===== src/rtl/pipeline_pkg.sv =====
// Shared constants for the MEM-stage arbiter and stall logic: read-return
// owner encoding and arbiter priority-state encoding.
package pipeline_pkg;

  localparam logic [1:0] OWN_NONE = 2'd0;
  localparam logic [1:0] OWN_CPU  = 2'd1;
  localparam logic [1:0] OWN_DBG  = 2'd2;

  localparam logic CPU_PRI = 1'b0;
  localparam logic DBG_PRI = 1'b1;

endpackage


===== src/rtl/dmem_starve_ctr.sv =====
// Counts consecutive cycles the DBG port is refused and flags when the
// next cycle must hand priority to DBG.
module dmem_starve_ctr #(
  parameter int STARVE_LIMIT = 4
) (
  input  logic clk,
  input  logic rst_n,
  input  logic dbg_req,
  input  logic dbg_gnt,
  output logic force_dbg
);

  localparam logic [3:0] LIMIT = 4'(STARVE_LIMIT);

  logic [3:0] starve_cnt;
  logic [3:0] cnt_inc;
  logic       waiting;

  assign waiting   = dbg_req & ~dbg_gnt;
  assign cnt_inc   = (starve_cnt == 4'hF) ? 4'hF : starve_cnt + 4'd1;
  assign force_dbg = waiting & (cnt_inc == LIMIT);

  // Reaching the limit hands off to the priority FSM, so the count restarts.
  always_ff @(posedge clk or negedge rst_n) begin
    if (!rst_n) begin
      starve_cnt <= 4'd0;
    end else if (!waiting || force_dbg) begin
      starve_cnt <= 4'd0;
    end else begin
      starve_cnt <= cnt_inc;
    end
  end

endmodule


===== src/rtl/dmem_arbiter.sv =====
// Shares the single-ported data memory between the CPU load/store path and
// the debug/loader port, with bounded starvation for DBG.
module dmem_arbiter
  import pipeline_pkg::*;
#(
  parameter int AW           = 32,
  parameter int DW           = 32,
  parameter int STARVE_LIMIT = 4
) (
  input  logic          clk,
  input  logic          rst_n,
  input  logic          cpu_req,
  input  logic          cpu_we,
  input  logic [AW-1:0] cpu_addr,
  input  logic [DW-1:0] cpu_wdata,
  output logic          cpu_gnt,
  output logic          cpu_stall,
  output logic          cpu_rvalid,
  output logic [DW-1:0] cpu_rdata,
  input  logic          dbg_req,
  input  logic          dbg_we,
  input  logic [AW-1:0] dbg_addr,
  input  logic [DW-1:0] dbg_wdata,
  output logic          dbg_gnt,
  output logic          dbg_rvalid,
  output logic [DW-1:0] dbg_rdata,
  output logic          mem_read,
  output logic          mem_write,
  output logic [AW-1:0] mem_addr,
  output logic [DW-1:0] mem_wdata,
  input  logic [DW-1:0] mem_rdata
);

  logic       state_q;
  logic       state_d;
  logic [1:0] rd_owner_q;
  logic [1:0] rd_owner_d;
  logic       force_dbg;

  dmem_starve_ctr #(
    .STARVE_LIMIT(STARVE_LIMIT)
  ) u_starve_ctr (
    .clk      (clk),
    .rst_n    (rst_n),
    .dbg_req  (dbg_req),
    .dbg_gnt  (dbg_gnt),
    .force_dbg(force_dbg)
  );

  // Grants are gated by rst_n so nothing reaches memory while reset is held.
  always_comb begin
    cpu_gnt = 1'b0;
    dbg_gnt = 1'b0;
    if (rst_n) begin
      if (state_q == DBG_PRI) begin
        dbg_gnt = dbg_req;
        cpu_gnt = cpu_req & ~dbg_req;
      end else begin
        cpu_gnt = cpu_req;
        dbg_gnt = dbg_req & ~cpu_req;
      end
    end
  end

  assign cpu_stall = cpu_req & ~cpu_gnt;

  assign mem_addr  = dbg_gnt ? dbg_addr  : cpu_addr;
  assign mem_wdata = dbg_gnt ? dbg_wdata : cpu_wdata;
  assign mem_write = (cpu_gnt & cpu_we)  | (dbg_gnt & dbg_we);
  assign mem_read  = (cpu_gnt & ~cpu_we) | (dbg_gnt & ~dbg_we);

  // DBG_PRI always lasts one cycle: either DBG is granted or it withdrew.
  assign state_d = force_dbg ? DBG_PRI : CPU_PRI;

  always_comb begin
    rd_owner_d = OWN_NONE;
    if (cpu_gnt && !cpu_we) begin
      rd_owner_d = OWN_CPU;
    end else if (dbg_gnt && !dbg_we) begin
      rd_owner_d = OWN_DBG;
    end
  end

  always_ff @(posedge clk or negedge rst_n) begin
    if (!rst_n) begin
      state_q    <= CPU_PRI;
      rd_owner_q <= OWN_NONE;
    end else begin
      state_q    <= state_d;
      rd_owner_q <= rd_owner_d;
    end
  end

  assign cpu_rvalid = (rd_owner_q == OWN_CPU);
  assign dbg_rvalid = (rd_owner_q == OWN_DBG);
  assign cpu_rdata  = cpu_rvalid ? mem_rdata : '0;
  assign dbg_rdata  = dbg_rvalid ? mem_rdata : '0;

endmodule


===== config.mk =====
export PLATFORM = sky130hd
export DESIGN_NAME = dmem_arbiter
export DESIGN_NICKNAME = d
export VERILOG_FILES = /design/src/rtl/pipeline_pkg.sv /design/src/rtl/dmem_starve_ctr.sv /design/src/rtl/dmem_arbiter.sv
export SDC_FILE = /design/constraint.sdc
export NUM_CORES = 1
export LEC_CHECK = 0
export ABC_CLOCK_PERIOD_IN_PS = 1550
export CAP_MARGIN = 20
export CORE_AREA = 2 2 118 120
export CTS_CLUSTER_DIAMETER = 80
export CTS_CLUSTER_SIZE = 40
export DETAILED_ROUTE_END_ITERATION = 12
export DIE_AREA = 0 0 120 122
export SLEW_MARGIN = 20
export SYNTH_ARGS = -nofsm -noshare
export SYNTH_HDL_FRONTEND = slang
export SYNTH_HIERARCHICAL = 1
export SYNTH_SLANG_ARGS = --single-unit

===== constraint.sdc =====
create_clock -name clk -period 1.55 [get_ports clk]
set_input_delay 0.2325 -clock clk [delete_from_list [all_inputs] [get_ports clk]]
set_output_delay 0.2325 -clock clk [all_outputs]
set_load 0.02 [all_outputs]

==> results by group <==
Run status
  • Status: finished, violations left
  • Failing checks: setup timing

Placement
  • RD Place Congestion: 0.745
  • Pre-CTS setup slack: -0.875 ns
  • Hpwl dp: 8.43 mm
  • Dpl cells: 670
  • I/O Buffers: 300

Timing
  • Maximum clock rate: 519 MHz
  • Setup TNS: -22.80 ns
  • PnR worst setup slack: -0.376 ns
  • Clock skew: 0.000610 ns
  • RSZ-0062 raised after global routing: true
  • Final cycle utilization of the critical path: 124%
  • Fin. max-slew vios: 0
  • Final hold vios: 0
  • Final hold slack: 0.146 ns
  • Crit path time final: 1.93 ns
  • Rel. slew slack: 77.4%
  • Final setup vio count: 99
  • Worst Tran Pin Value: 0.338 ns

Synth
  • Synth warn: 6
  • Post-synthesis cell type count: 29
  • Share of Yosys cell area claimed by the top area cell type: 23.6%
  • Main flop type after synthesis: dfrtp_1
  • Number of synthesized flops with an enable pin: 0
  • Syn Inst Count: 188
  • Largest area contributor in the netlist: mux2_4
  • Asr flop ratio synth: 100%
  • Avg Cell Area, Syn: 9.14 um2
  • Most frequent cells after synthesis: and2_1 (64), mux2_2 (33), mux2_4 (27)
  • Synth Cell Area: 1720 um2
  • Register area share after synthesis: 10.2%
  • Leading cell type by number of instances after synthesis: and2_1
  • Yosys reg bits: 7
  • Syn_nets: 355
  • Synth top area cells: mux2_4 (24%), and2_1 (23%), mux2_2 (22%), dfrtp_1 (10%), buf_6 (2.6%)

Floorplanning
  • Starting density of the core: 12.7%
  • Die footprint: 14600 um2
  • Io pins: 301
  • Core area: 13500 um2
  • Die Y-Extent: 122 um
  • Die width: 120 um
  • FP Rows: 43

Clock tree
  • CTS max path bufs: 2
  • Num Clock Sinks: 7
  • CTS root buf: clkbuf_16
  • Worst skew pair latency: 0.23 ns
  • CTS tree: built
  • H-tree depth: 1
  • CTS buffer count: 3
  • Reg clk slew, reported paths: 0.04 ns
  • Cts hold-fix bufs: 0

Critical path
  • Critical Path Most Common Cell: buf_6
  • CP arrival: 1.69 ns
  • Reg2reg start: state_q
  • Reg2Reg Depth: 10
  • Critical Path Source Type: register
  • CP max stage delay: 0.36 ns
  • Slowest cell on the critical path: dfrtp_1
  • CP Cell Sequence: nand2b_4 > nand3_4 > buf_12 > buf_8 > buf_6 > mux2_4 > buf_6
  • WS Path Type: register to output port
  • CP Data Required Time: 1.32 ns
  • Worst r2r dst: u_starve_ctr/starve_cnt[2]
  • Critical path capture point type: output port
  • R2r setup slk: -0.01 ns
  • CP Max Fanout: 5

Finish
  • N_diodes: 0
  • Finished Layout Cells: 708
  • Nets: 696
  • P&R area growth vs syn: 257%
  • Share of cells above drive strength 1: 60.8%

Routing
  • Final ANT Viol Nets: 0
  • Via count of the routed design: 2838
  • Via/cell ratio: 4.01
  • Post-Route WL: 11.5 mm
  • DRC Markers: 0
  • DRT Pass-1 Iters: 4
  • DRT iter0 DRCs: 61
  • WL per Instance: 16.2 um

Worst hold path
  • Hold Path Class: input port to asynchronous set/reset pin

Pwr
  • Worst vdd ir: 0.285 mV
  • Leak pwr: 2.95 nW
  • Power density over the cells: 365 nW/um2
  • Tot Pwr: 2.24 mW

GRT
  • Vias in the first global route: 2903
  • Largest net degree at the start of global routing: 18
  • GRT Util Overall: 13.1%
  • GRT overflow: 0
  • Initial antenna violation count: 0
  • First-pass GRT wire length: 15.3 mm

Flow run
  • # Max-Cap Violations: 0
[sequential cells by signal, indices dropped and copies added (netlist names)]
name	flops
rd_owner_q	2
state_q	1
u_starve_ctr/starve_cnt	4
[layer usage]
metal | wire length (um) | GRT usage (%)
met1 | 4090 | 14.4
met5 | 0 | 0
met3 | 1080 | 3.65
met2 | 6240 | 25.6
met4 | 89 | 1.91
[worst max-delay path by stage]
| stage | cells past startpoint | startpoint | to |
|---|---|---|---|
| global route | 7 | state_q | mem_addr[9] |
| floorplan | 8 | state_q | u_starve_ctr/starve_cnt[2] |
| finish | 7 | state_q | mem_wdata[19] |
| detailed placement | 6 | cpu_req | mem_addr[31] |
| global placement | 6 | cpu_req | mem_addr[9] |
| CTS | 7 | state_q | mem_wdata[0] |
[logic make-up (layout without fill, tap and decap cells)]
kind of cell	after synthesis	count (layout)	synth area share [%]
buf+inv	18	358	6.11
xor+xnor	1	1	0.510
compound gates	9	9	3.35
fa+ha+maj	1	1	0.728
mux	64	64	47.8
flops	7	7	10.2
simple gates	88	88	31.3
[per-stage QoR]
step / utilization (%) / cell area [um2]
6_report: 45.5 / 6140
5_1_grt: 45.5 / 6140
4_1_cts: 39.4 / 5320
3_5_place_dp: 37.4 / 5040
3_3_place_gp: 37.4 / 5040
2_1_floorplan: - / 1720
[layout make-up]
| cell class | count | area (um2) |
|---|---|---|
| Sequential cell | 7 | 175 |
| Tap cell | 180 | 225 |
| Fill cell | 1255 | 7360 |
| Multi-Input combinational cell | 163 | 1800 |
| Clock buffer | 4 | 78.8 |
| Inverter | 4 | 22.5 |
| Timing Repair Buffer | 350 | 3840 |
[layout by cell type (no fill, tap or decap), types with 2 or more instances in the layout]
cell type and n:
a21oi_1 3, and2_1 7, and2_4 57, buf_12 8, buf_16 3, buf_4 20
buf_6 142, buf_8 6, clkbuf_16 7, clkdlybuf4s50_1 161, dfrtp_1 7, dlygate4sd2_1 4
inv_1 3, mux2_4 64, nand2_1 2, nand2b_4 2, nand3_1 2, nand3_4 2
nand4_1 2, nor2_1 3, nor2b_4 3, nor3_2 2, o211ai_1 2
[worst max-delay path: cells and delay by family, from the launching register on]
| kind | cells | cell delay [ns] |
|---|---|---|
| AND/OR/NAND/NOR | 2 | 0.27 |
| buffers and inverters | 4 | 0.50 |
| flip-flops | 1 | 0.36 |
| multiplexers | 1 | 0.31 |
[repair_timing]
item                       4_1_cts  5_1_grt
buffers inserted                19       14
resized for setup              704      261
pin swaps                        9       22
setup endpoints to repair      140      129
cloned                           7        4
[report_power, final]
part	internal, mW	switching, mW
Clock	0.342	0.0958
Sequential	0.192	0.0123
Combinational	1.02	0.577
Note: power is estimated with default switching activity, not from simulation.
